--- src/rtl/tone_scheduler_if.sv ---
// tone_scheduler_if: key/play inputs and tone-generator outputs of the tone scheduler.
interface tone_scheduler_if;
    logic [6:0]  SW;
    logic        PLAY;
    logic        TONE_EN;
    logic [23:0] HALF_PERIOD;
    logic [2:0]  NOTE;
    logic        BUSY;
    logic        DONE;
    modport master (output SW, PLAY, input TONE_EN, HALF_PERIOD, NOTE, BUSY, DONE);
    modport slave  (input SW, PLAY, output TONE_EN, HALF_PERIOD, NOTE, BUSY, DONE);
endinterface

--- src/rtl/tone_scheduler.sv ---
// tone_scheduler: arbitrates piano keys and a 16-step melody ROM into a tone divisor/enable.
// Define TONE_SCHED_LOOP_EN to repeat the melody until a key press or reset.
module tone_scheduler #(
    parameter int CLK_HZ      = 12000000,
    parameter int BEAT_CYCLES = 3000000,
    parameter int GAP_CYCLES  = 600000
) (
    input logic CLK_IN,
    input logic RST,
    tone_scheduler_if.slave bus
);
`ifdef TONE_SCHED_LOOP_EN
    localparam bit LOOP = 1'b1;
`else
    localparam bit LOOP = 1'b0;
`endif
    typedef enum logic [1:0] {IDLE, KEY, SEQ_NOTE, SEQ_GAP} state_t;
    localparam logic [23:0] DIV [8] = '{24'd0, 24'(CLK_HZ / 1046), 24'(CLK_HZ / 1174),
        24'(CLK_HZ / 1318), 24'(CLK_HZ / 1396), 24'(CLK_HZ / 1566), 24'(CLK_HZ / 1760),
        24'(CLK_HZ / 1974)};
    // {end, note, beats-1}
    localparam logic [5:0] ROM [16] = '{
        {1'b0, 3'd1, 2'd0}, {1'b0, 3'd2, 2'd0}, {1'b0, 3'd3, 2'd0}, {1'b0, 3'd4, 2'd0},
        {1'b0, 3'd5, 2'd0}, {1'b0, 3'd5, 2'd1}, {1'b0, 3'd6, 2'd0}, {1'b0, 3'd6, 2'd0},
        {1'b0, 3'd5, 2'd1}, {1'b0, 3'd4, 2'd0}, {1'b0, 3'd4, 2'd0}, {1'b0, 3'd3, 2'd0},
        {1'b0, 3'd3, 2'd0}, {1'b0, 3'd2, 2'd0}, {1'b1, 3'd1, 2'd0}, {1'b0, 3'd0, 2'd0}};
    localparam logic [23:0] GAP_LAST = 24'(GAP_CYCLES - 1);

    state_t      state, state_nxt;
    logic [6:0]  sw_s1, sw_s2;
    logic [7:0]  held;
    logic [2:0]  grant, grant_nxt;
    logic [3:0]  step, step_nxt;
    logic [23:0] cnt, dur;
    logic        any_key, note_end, gap_end, last;
    logic        tone_en_d, busy_d, done_d;
    logic [2:0]  note_d;
    logic        tone_en_q, busy_q, done_q;
    logic [2:0]  note_q;
    logic [23:0] hp_q;

    // held[0] is a permanent "no key" slot so grant 0 never counts as held
    assign held     = {~sw_s2, 1'b0};
    assign any_key  = |held;
    assign last     = ROM[step][5];
    assign dur      = (24'(ROM[step][1:0]) + 24'd1) * 24'(BEAT_CYCLES);
    assign note_end = cnt == dur - 24'd1;
    assign gap_end  = cnt == GAP_LAST;

    always_comb begin
        grant_nxt = 3'd0;
        for (int i = 6; i >= 0; i--)
            if (held[i+1]) grant_nxt = 3'(i + 1);
        if (held[grant]) grant_nxt = grant;
    end

    always_ff @(posedge CLK_IN or posedge RST)
        if (RST) begin
            state <= IDLE;
            step  <= 4'd0;
            cnt   <= 24'd0;
            grant <= 3'd0;
            sw_s1 <= '1;
            sw_s2 <= '1;
        end else begin
            state <= state_nxt;
            step  <= step_nxt;
            cnt   <= (state_nxt != state || !busy_d) ? 24'd0 : cnt + 24'd1;
            grant <= grant_nxt;
            sw_s1 <= bus.SW;
            sw_s2 <= sw_s1;
        end

    always_comb begin
        state_nxt = state;
        step_nxt  = step;
        if (any_key) state_nxt = KEY;
        else case (state)
            IDLE:     if (bus.PLAY) begin
                          state_nxt = SEQ_NOTE;
                          step_nxt  = 4'd0;
                      end
            KEY:      state_nxt = IDLE;
            SEQ_NOTE: if (note_end) state_nxt = SEQ_GAP;
            SEQ_GAP:  if (gap_end) begin
                          state_nxt = (last && !LOOP) ? IDLE : SEQ_NOTE;
                          step_nxt  = last ? 4'd0 : step + 4'd1;
                      end
            default:  state_nxt = IDLE;
        endcase
    end

    // outputs are decoded from the next state so they register alongside it
    always_comb begin
        note_d    = state_nxt == KEY ? grant_nxt : state_nxt == SEQ_NOTE ? ROM[step_nxt][4:2] : 3'd0;
        tone_en_d = note_d != 3'd0;
        busy_d    = state_nxt == SEQ_NOTE || state_nxt == SEQ_GAP;
        done_d    = state == SEQ_GAP && gap_end && last && !any_key;
    end

    always_ff @(posedge CLK_IN or posedge RST)
        if (RST) begin
            tone_en_q <= 1'b0;
            note_q    <= 3'd0;
            hp_q      <= 24'd0;
            busy_q    <= 1'b0;
            done_q    <= 1'b0;
        end else begin
            tone_en_q <= tone_en_d;
            note_q    <= note_d;
            hp_q      <= DIV[note_d];
            busy_q    <= busy_d;
            done_q    <= done_d;
        end

    assign bus.TONE_EN     = tone_en_q;
    assign bus.NOTE        = note_q;
    assign bus.HALF_PERIOD = hp_q;
    assign bus.BUSY        = busy_q;
    assign bus.DONE        = done_q;
endmodule

--- src/flat_wrapper.sv ---
// flat-port wrapper written by rule: the top's interface ports become plain ports
module tone_scheduler_flat 
#(
    parameter int CLK_HZ      = 12000000,
    parameter int BEAT_CYCLES = 3000000,
    parameter int GAP_CYCLES  = 600000
)
  (CLK_IN, RST, bus_SW, bus_PLAY, bus_TONE_EN, bus_HALF_PERIOD, bus_NOTE, bus_BUSY, bus_DONE);
  tone_scheduler_if bus_i ();
  input logic CLK_IN;
  input logic RST;
  input wire logic [$bits(bus_i.SW)-1:0] bus_SW;
  input wire logic [$bits(bus_i.PLAY)-1:0] bus_PLAY;
  output wire logic [$bits(bus_i.TONE_EN)-1:0] bus_TONE_EN;
  output wire logic [$bits(bus_i.HALF_PERIOD)-1:0] bus_HALF_PERIOD;
  output wire logic [$bits(bus_i.NOTE)-1:0] bus_NOTE;
  output wire logic [$bits(bus_i.BUSY)-1:0] bus_BUSY;
  output wire logic [$bits(bus_i.DONE)-1:0] bus_DONE;
  assign bus_i.SW = bus_SW;
  assign bus_i.PLAY = bus_PLAY;
  assign bus_TONE_EN = bus_i.TONE_EN;
  assign bus_HALF_PERIOD = bus_i.HALF_PERIOD;
  assign bus_NOTE = bus_i.NOTE;
  assign bus_BUSY = bus_i.BUSY;
  assign bus_DONE = bus_i.DONE;
  tone_scheduler #(.CLK_HZ(CLK_HZ), .BEAT_CYCLES(BEAT_CYCLES), .GAP_CYCLES(GAP_CYCLES)) u_core (.CLK_IN(CLK_IN), .RST(RST), .bus(bus_i));
endmodule
--- config.mk ---
export PLATFORM = sky130hd
export DESIGN_NAME = tone_scheduler_flat
export DESIGN_NICKNAME = d
export VERILOG_FILES = /design/src/rtl/tone_scheduler_if.sv /design/src/rtl/tone_scheduler.sv /design/src/flat_wrapper.sv
export SDC_FILE = /design/constraint.sdc
export NUM_CORES = 1
export LEC_CHECK = 0
export CAP_MARGIN = 20
export CORE_MARGIN = 3
export CORE_UTILIZATION = 60
export CTS_BUF_LIST = sky130_fd_sc_hd__clkbuf_4 sky130_fd_sc_hd__clkbuf_8 sky130_fd_sc_hd__clkbuf_16
export CTS_CLUSTER_SIZE = 24
export DETAILED_ROUTE_END_ITERATION = 10
export MAX_ROUTING_LAYER = met4
export PLACE_DENSITY = 0.85
export SLEW_MARGIN = 20
export SYNTH_ARGS = -nofsm -noshare
export SYNTH_HDL_FRONTEND = slang
export SYNTH_SLANG_ARGS = --single-unit
--- constraint.sdc ---
create_clock -name CLK_IN -period 8.4 [get_ports CLK_IN]
set_input_delay 0.84 -clock CLK_IN [delete_from_list [all_inputs] [get_ports CLK_IN]]
set_output_delay 0.84 -clock CLK_IN [all_outputs]
set_load 0.01 [all_outputs]
==> impl_results.html <==
<table>
<tr><th>Metric</th><th>Value</th></tr>
<tr><th colspan="2">Global routing</th></tr>
<tr><td>Number of antenna violations at the first check in global routing</td><td>0</td></tr>
<tr><td>Grt total ovfl</td><td>0</td></tr>
<tr><td>GRT Total Usage</td><td>23.0%</td></tr>
<tr><td>Maximum number of pins on one net before global-route repair</td><td>65</td></tr>
<tr><td>Via count of the first global-routing pass</td><td>2383</td></tr>
<tr><td>Wire length of the first global-routing pass</td><td>11000 µm</td></tr>
<tr><th colspan="2">Timing</th></tr>
<tr><td>Slew Limit Headroom</td><td>48.7%</td></tr>
<tr><td>Number of setup violations in the final report</td><td>0</td></tr>
<tr><td>F_max</td><td>232 MHz</td></tr>
<tr><td>Total negative setup slack</td><td>0 ns</td></tr>
<tr><td>Number of failing hold endpoints at the final stage</td><td>0</td></tr>
<tr><td>Slew of the pin with the lowest slew margin</td><td>0.770 ns</td></tr>
<tr><td>Post-Route Skew</td><td>0.00968 ns</td></tr>
<tr><td>Fraction of the cycle the final worst path needs</td><td>51.4%</td></tr>
<tr><td>Max-slew violation count</td><td>0</td></tr>
<tr><td>Unrepaired setup endpoints after global routing</td><td>false</td></tr>
<tr><td>Period minus WS final</td><td>4.32 ns</td></tr>
<tr><th colspan="2">Floorplanning</th></tr>
<tr><td>Number of rows created at floorplan</td><td>26</td></tr>
<tr><td>Overall die area</td><td>6440 µm²</td></tr>
<tr><td>DIE HEIGHT</td><td>80.3 µm</td></tr>
<tr><td>Std-Cell Core Area</td><td>5200 µm²</td></tr>
<tr><td>Overall die width</td><td>80.3 µm</td></tr>
<tr><td>Initial standard-cell utilization of the core</td><td>63.6%</td></tr>
<tr><td>Boundary Pins</td><td>40</td></tr>
<tr><th colspan="2">Clock network</th></tr>
<tr><td>Worst-path clk slew</td><td>0.07 ns</td></tr>
<tr><td>Buffers inserted by post-CTS timing repair</td><td>0</td></tr>
<tr><td>Clock tree from TritonCTS</td><td>yes</td></tr>
<tr><td>Clock latency reported for the late side of the worst-skew pair</td><td>0.34 ns</td></tr>
<tr><td>Deepest clock path buffer count</td><td>2</td></tr>
<tr><td>Number of levels in the clock H-tree</td><td>3</td></tr>
<tr><td>Root buffer cell</td><td>sky130_fd_sc_hd__clkbuf_8</td></tr>
<tr><td>Number of buffers inserted during clock tree synthesis</td><td>9</td></tr>
<tr><td># hold bufs at CTS</td><td>0</td></tr>
<tr><td># clock sinks</td><td>64</td></tr>
<tr><td>Total of cells resized after clock tree synthesis</td><td>0</td></tr>
<tr><th colspan="2">Min path</th></tr>
<tr><td>Critical hold path startpoint</td><td>u_core.sw_s1[0]$_DFF_PP1_</td></tr>
<tr><td>Hold path cells</td><td>0</td></tr>
<tr><td>Hold EP</td><td>u_core.sw_s2[0]$_DFF_PP1_</td></tr>
<tr><td>Class of the tightest hold or removal check</td><td>flop to flop</td></tr>
<tr><th colspan="2">Placed design</th></tr>
<tr><td>Number of cells in the design after placement</td><td>406</td></tr>
<tr><td>Total of buffers placed on input and output ports</td><td>29</td></tr>
<tr><td>DPL Wire Length</td><td>4530 µm</td></tr>
<tr><td>Placer congestion estimate</td><td>0.836</td></tr>
<tr><th colspan="2">Synthesis</th></tr>
<tr><td>Synth async-reset ratio</td><td>100%</td></tr>
<tr><td>Number of enable flip-flop cells after synthesis</td><td>0</td></tr>
<tr><td>Most frequently used flop master after synthesis</td><td>sky130_fd_sc_hd__dfrtp_1</td></tr>
<tr><td>Synth top area share</td><td>37.8%</td></tr>
<tr><td>Sequential area share after synthesis</td><td>48.9%</td></tr>
<tr><td>Area share of fa/ha/maj cells after synthesis</td><td>5.67%</td></tr>
<tr><td>Number of synthesized register bits</td><td>64</td></tr>
<tr><td>Cell taking the most area after synthesis</td><td>sky130_fd_sc_hd__dfrtp_1</td></tr>
<tr><td>Area fraction in and, or, nand and nor cells after synthesis</td><td>17.9%</td></tr>
<tr><td>Cell variety after synth</td><td>64</td></tr>
<tr><td>Number of warnings issued by yosys</td><td>0</td></tr>
<tr><td>Fraction of synthesized area in multiplexers</td><td>4.12%</td></tr>
<tr><td>Cells taking the most area after synthesis</td><td>sky130_fd_sc_hd__dfrtp_1 38%, sky130_fd_sc_hd__dfstp_2 11%, sky130_fd_sc_hd__ha_1 5.7%</td></tr>
<tr><td>Number of standard cells after synthesis</td><td>315</td></tr>
<tr><td>Post-synthesis cell area</td><td>3310 µm²</td></tr>
<tr><td>Compound-gate portion of the synthesized area</td><td>11.9%</td></tr>
<tr><td>Parity-gate share of the synthesized area counting xor and xnor cells</td><td>4.76%</td></tr>
<tr><td>Synthesized area per cell</td><td>10.5 µm²</td></tr>
<tr><td>Largest family of logic cells by synthesized area</td><td>simple AND/OR/NAND/NOR gates</td></tr>
<tr><th colspan="2">Detailed routing</th></tr>
<tr><td>Total number of vias</td><td>2353</td></tr>
<tr><td>Initial DRC Count</td><td>101</td></tr>
<tr><td>Wirelength, routed</td><td>6410 µm</td></tr>
<tr><td>Routed WL per cell</td><td>15.2 µm</td></tr>
<tr><td>Initial DRT Pass Iterations</td><td>4</td></tr>
<tr><td># DRC</td><td>0</td></tr>
<tr><td>Final ANT Viol Nets</td><td>0</td></tr>
<tr><td>Drt via density</td><td>5.58</td></tr>
<tr><th colspan="2">Critical path</th></tr>
<tr><td>Register-to-register setup slack</td><td>4.08 ns</td></tr>
<tr><td>Arrival time at the worst endpoint</td><td>4.54 ns</td></tr>
<tr><td>End of the worst register-to-register path</td><td>u_core.bus.HALF_PERIOD[6]$_DFF_PP0_</td></tr>
<tr><td>Length in cells of the worst reg-to-reg path</td><td>12</td></tr>
<tr><td>Required time of the worst setup path</td><td>8.63 ns</td></tr>
<tr><td>Crit Path Class</td><td>flop to flop</td></tr>
<tr><td>Kind of start point of the critical path</td><td>flop</td></tr>
<tr><td>Max FO, Critical Path</td><td>6</td></tr>
<tr><td>Critical path capture point type</td><td>flop</td></tr>
<tr><td>Reg2Reg Launch Point</td><td>u_core.cnt[6]$_DFF_PP0_</td></tr>
<tr><th colspan="2">Outcome</th></tr>
<tr><td>Outcome</td><td>finished clean</td></tr>
<tr><th colspan="2">Finish</th></tr>
<tr><td>Filler-free cell count of the finished design</td><td>422</td></tr>
<tr><td>NumNets Final</td><td>372</td></tr>
<tr><td>Commonest cells after routing, fill and taps aside</td><td>50 x sky130_fd_sc_hd__dfrtp_1, 35 x sky130_fd_sc_hd__nor2_1, 29 x sky130_fd_sc_hd__clkdlybuf4s50_1, 21 x sky130_fd_sc_hd__inv_1, 18 x sky130_fd_sc_hd__nand2_1</td></tr>
<tr><td>Share of final-layout standard cells stronger than drive strength 1</td><td>13.1%</td></tr>
<tr><td>Most frequent standard cell in the layout excluding fill and tap cells</td><td>sky130_fd_sc_hd__dfrtp_1</td></tr>
<tr><td>Fillers</td><td>371</td></tr>
<tr><td>Number of diodes</td><td>0</td></tr>
<tr><td>Synthesis-to-layout area growth</td><td>15.0%</td></tr>
<tr><td>Combined area of the multi-input logic cells</td><td>1510 µm²</td></tr>
<tr><td>FF+latch area</td><td>1620 µm²</td></tr>
<tr><th colspan="2">Power</th></tr>
<tr><td>Share of power burned in registers</td><td>44.0%</td></tr>
<tr><td>Pleak</td><td>1.63 nW</td></tr>
<tr><td>Cell Int Power</td><td>0.000612 W</td></tr>
<tr><td>Switching part of the total power</td><td>27.4%</td></tr>
<tr><td>Power per unit of standard cell area</td><td>221 nW/µm²</td></tr>
<tr><td>Switching component of the power</td><td>0.000231 W</td></tr>
<tr><td>Share of total power in combinational logic</td><td>25.0%</td></tr>
<tr><td>Part of the power in the clock network</td><td>31.1%</td></tr>
<tr><td>Maximum ir drop on the vdd rail</td><td>0.000144 V</td></tr>
<tr><th colspan="2">Job</th></tr>
<tr><td>Max-cap violations</td><td>0</td></tr>
</table>
kinds of logic after synthesis:
family,Yosys count
mux,12
fa+ha+maj,15
other cells,1
buf+inv,43
xor+xnor,18
flops,64
simple gates,111
compound gates,51
stage by stage:
stage	setup slack, ns	hold slack, ns	instance area [µm²]	utilization, %	total power, W
final	4.08	0.351	3810	73.1	0.000842
after global placement	4.20	0.345	3610	69.3	0.000576
after detailed placement	4.00	0.348	3610	69.3	0.000588
after floorplan	4.53	0.345	3340	-	0.000497
after global routing	3.87	0.357	3810	73.1	0.000889
after CTS	4.09	0.354	3810	73.1	0.000854
critical path, stage by stage, from the launching register on:
cell,delay (ns)
sky130_fd_sc_hd__dfrtp_1,0.43
sky130_fd_sc_hd__or4b_1,0.56
sky130_fd_sc_hd__or4_4,0.55
sky130_fd_sc_hd__o21ai_4,0.20
sky130_fd_sc_hd__nand2_2,0.11
sky130_fd_sc_hd__a22oi_1,0.31
sky130_fd_sc_hd__inv_1,0.14
sky130_fd_sc_hd__ha_1,0.32
sky130_fd_sc_hd__a211oi_1,0.25
sky130_fd_sc_hd__a2111oi_0,0.14
sky130_fd_sc_hd__a311oi_2,0.49
sky130_fd_sc_hd__ha_1,0.38
sky130_fd_sc_hd__mux2_1,0.32
power by group through the flow:
stage | Sequential, W | Clock [W] | Combinational [W]
finish | 0.000370 | 0.000262 | 0.000210
global route | 0.000375 | 0.000283 | 0.000230
CTS | 0.000371 | 0.000268 | 0.000214
detailed placement | 0.000377 | 0 | 0.000211
global placement | 0.000376 | 0 | 0.000201
floorplan | 0.000390 | 0 | 0.000108
final cells by class:
class	instances	area share, %
clock buffer	12	4.01
clock inverter	4	1.18
inverter	24	2.37
multi-input combinational	217	39.6
sequential	64	42.5
tap	70	2.30
timing repair buffer	31	8.02
cell usage after synthesis (all sizes together) (2+ instances only):
library cell  instances
nor2b                 2
inv                  24
mux2i                 8
ha                   15
nor4                  3
a21oi                 9
buf                  14
nand4b                3
nand3b                2
xnor2                12
a22oi                 2
a311oi                2
o21ai                10
and4                  4
nor3                  2
o31ai                 2
or4                   2
and3                  6
nand2                19
dfrtp                50
a31oi                 5
o21a                  3
nand4                 4
a2111oi               2
nor2                 35
clkbuf                5
and2                  5
a211oi                2
nand2b                2
or4b                  2
dfstp                14
or3                   7
o211ai                2
xor2                  6
nand3                10
mux2                  3
worst max path at each step:
stage	startpoint	end	slack, ns
finish	u_core.cnt[6]$_DFF_PP0_	u_core.bus.HALF_PERIOD[6]$_DFF_PP0_	4.08
global route	u_core.cnt[6]$_DFF_PP0_	u_core.bus.HALF_PERIOD[6]$_DFF_PP0_	3.87
CTS	u_core.cnt[6]$_DFF_PP0_	u_core.bus.HALF_PERIOD[6]$_DFF_PP0_	4.09
detailed placement	bus_PLAY	u_core.bus.HALF_PERIOD[6]$_DFF_PP0_	4.00
global placement	bus_PLAY	u_core.bus.HALF_PERIOD[6]$_DFF_PP0_	4.20
floorplan	u_core.cnt[6]$_DFF_PP0_	u_core.bus.HALF_PERIOD[6]$_DFF_PP0_	4.53
routing by layer:
layer  share of wire, %  track usage (%)
met3                4.5             6.95
met4                1.8             8.45
met1                 42             26.5
met2                 52             38.0
met5                  0                -
state kept, by name, indices dropped and copies added (netlist names):
register                cells
u_core.bus.HALF_PERIOD     12
u_core.sw_s1                7
u_core.bus.DONE             1
u_core.step                 4
u_core.sw_s2                7
u_core.bus.TONE_EN          1
u_core.bus.BUSY             1
u_core.bus.NOTE             2
u_core.state                2
u_core.cnt                 24
u_core.grant                3
No activity file was read; power rests on OpenSTA's default activity.
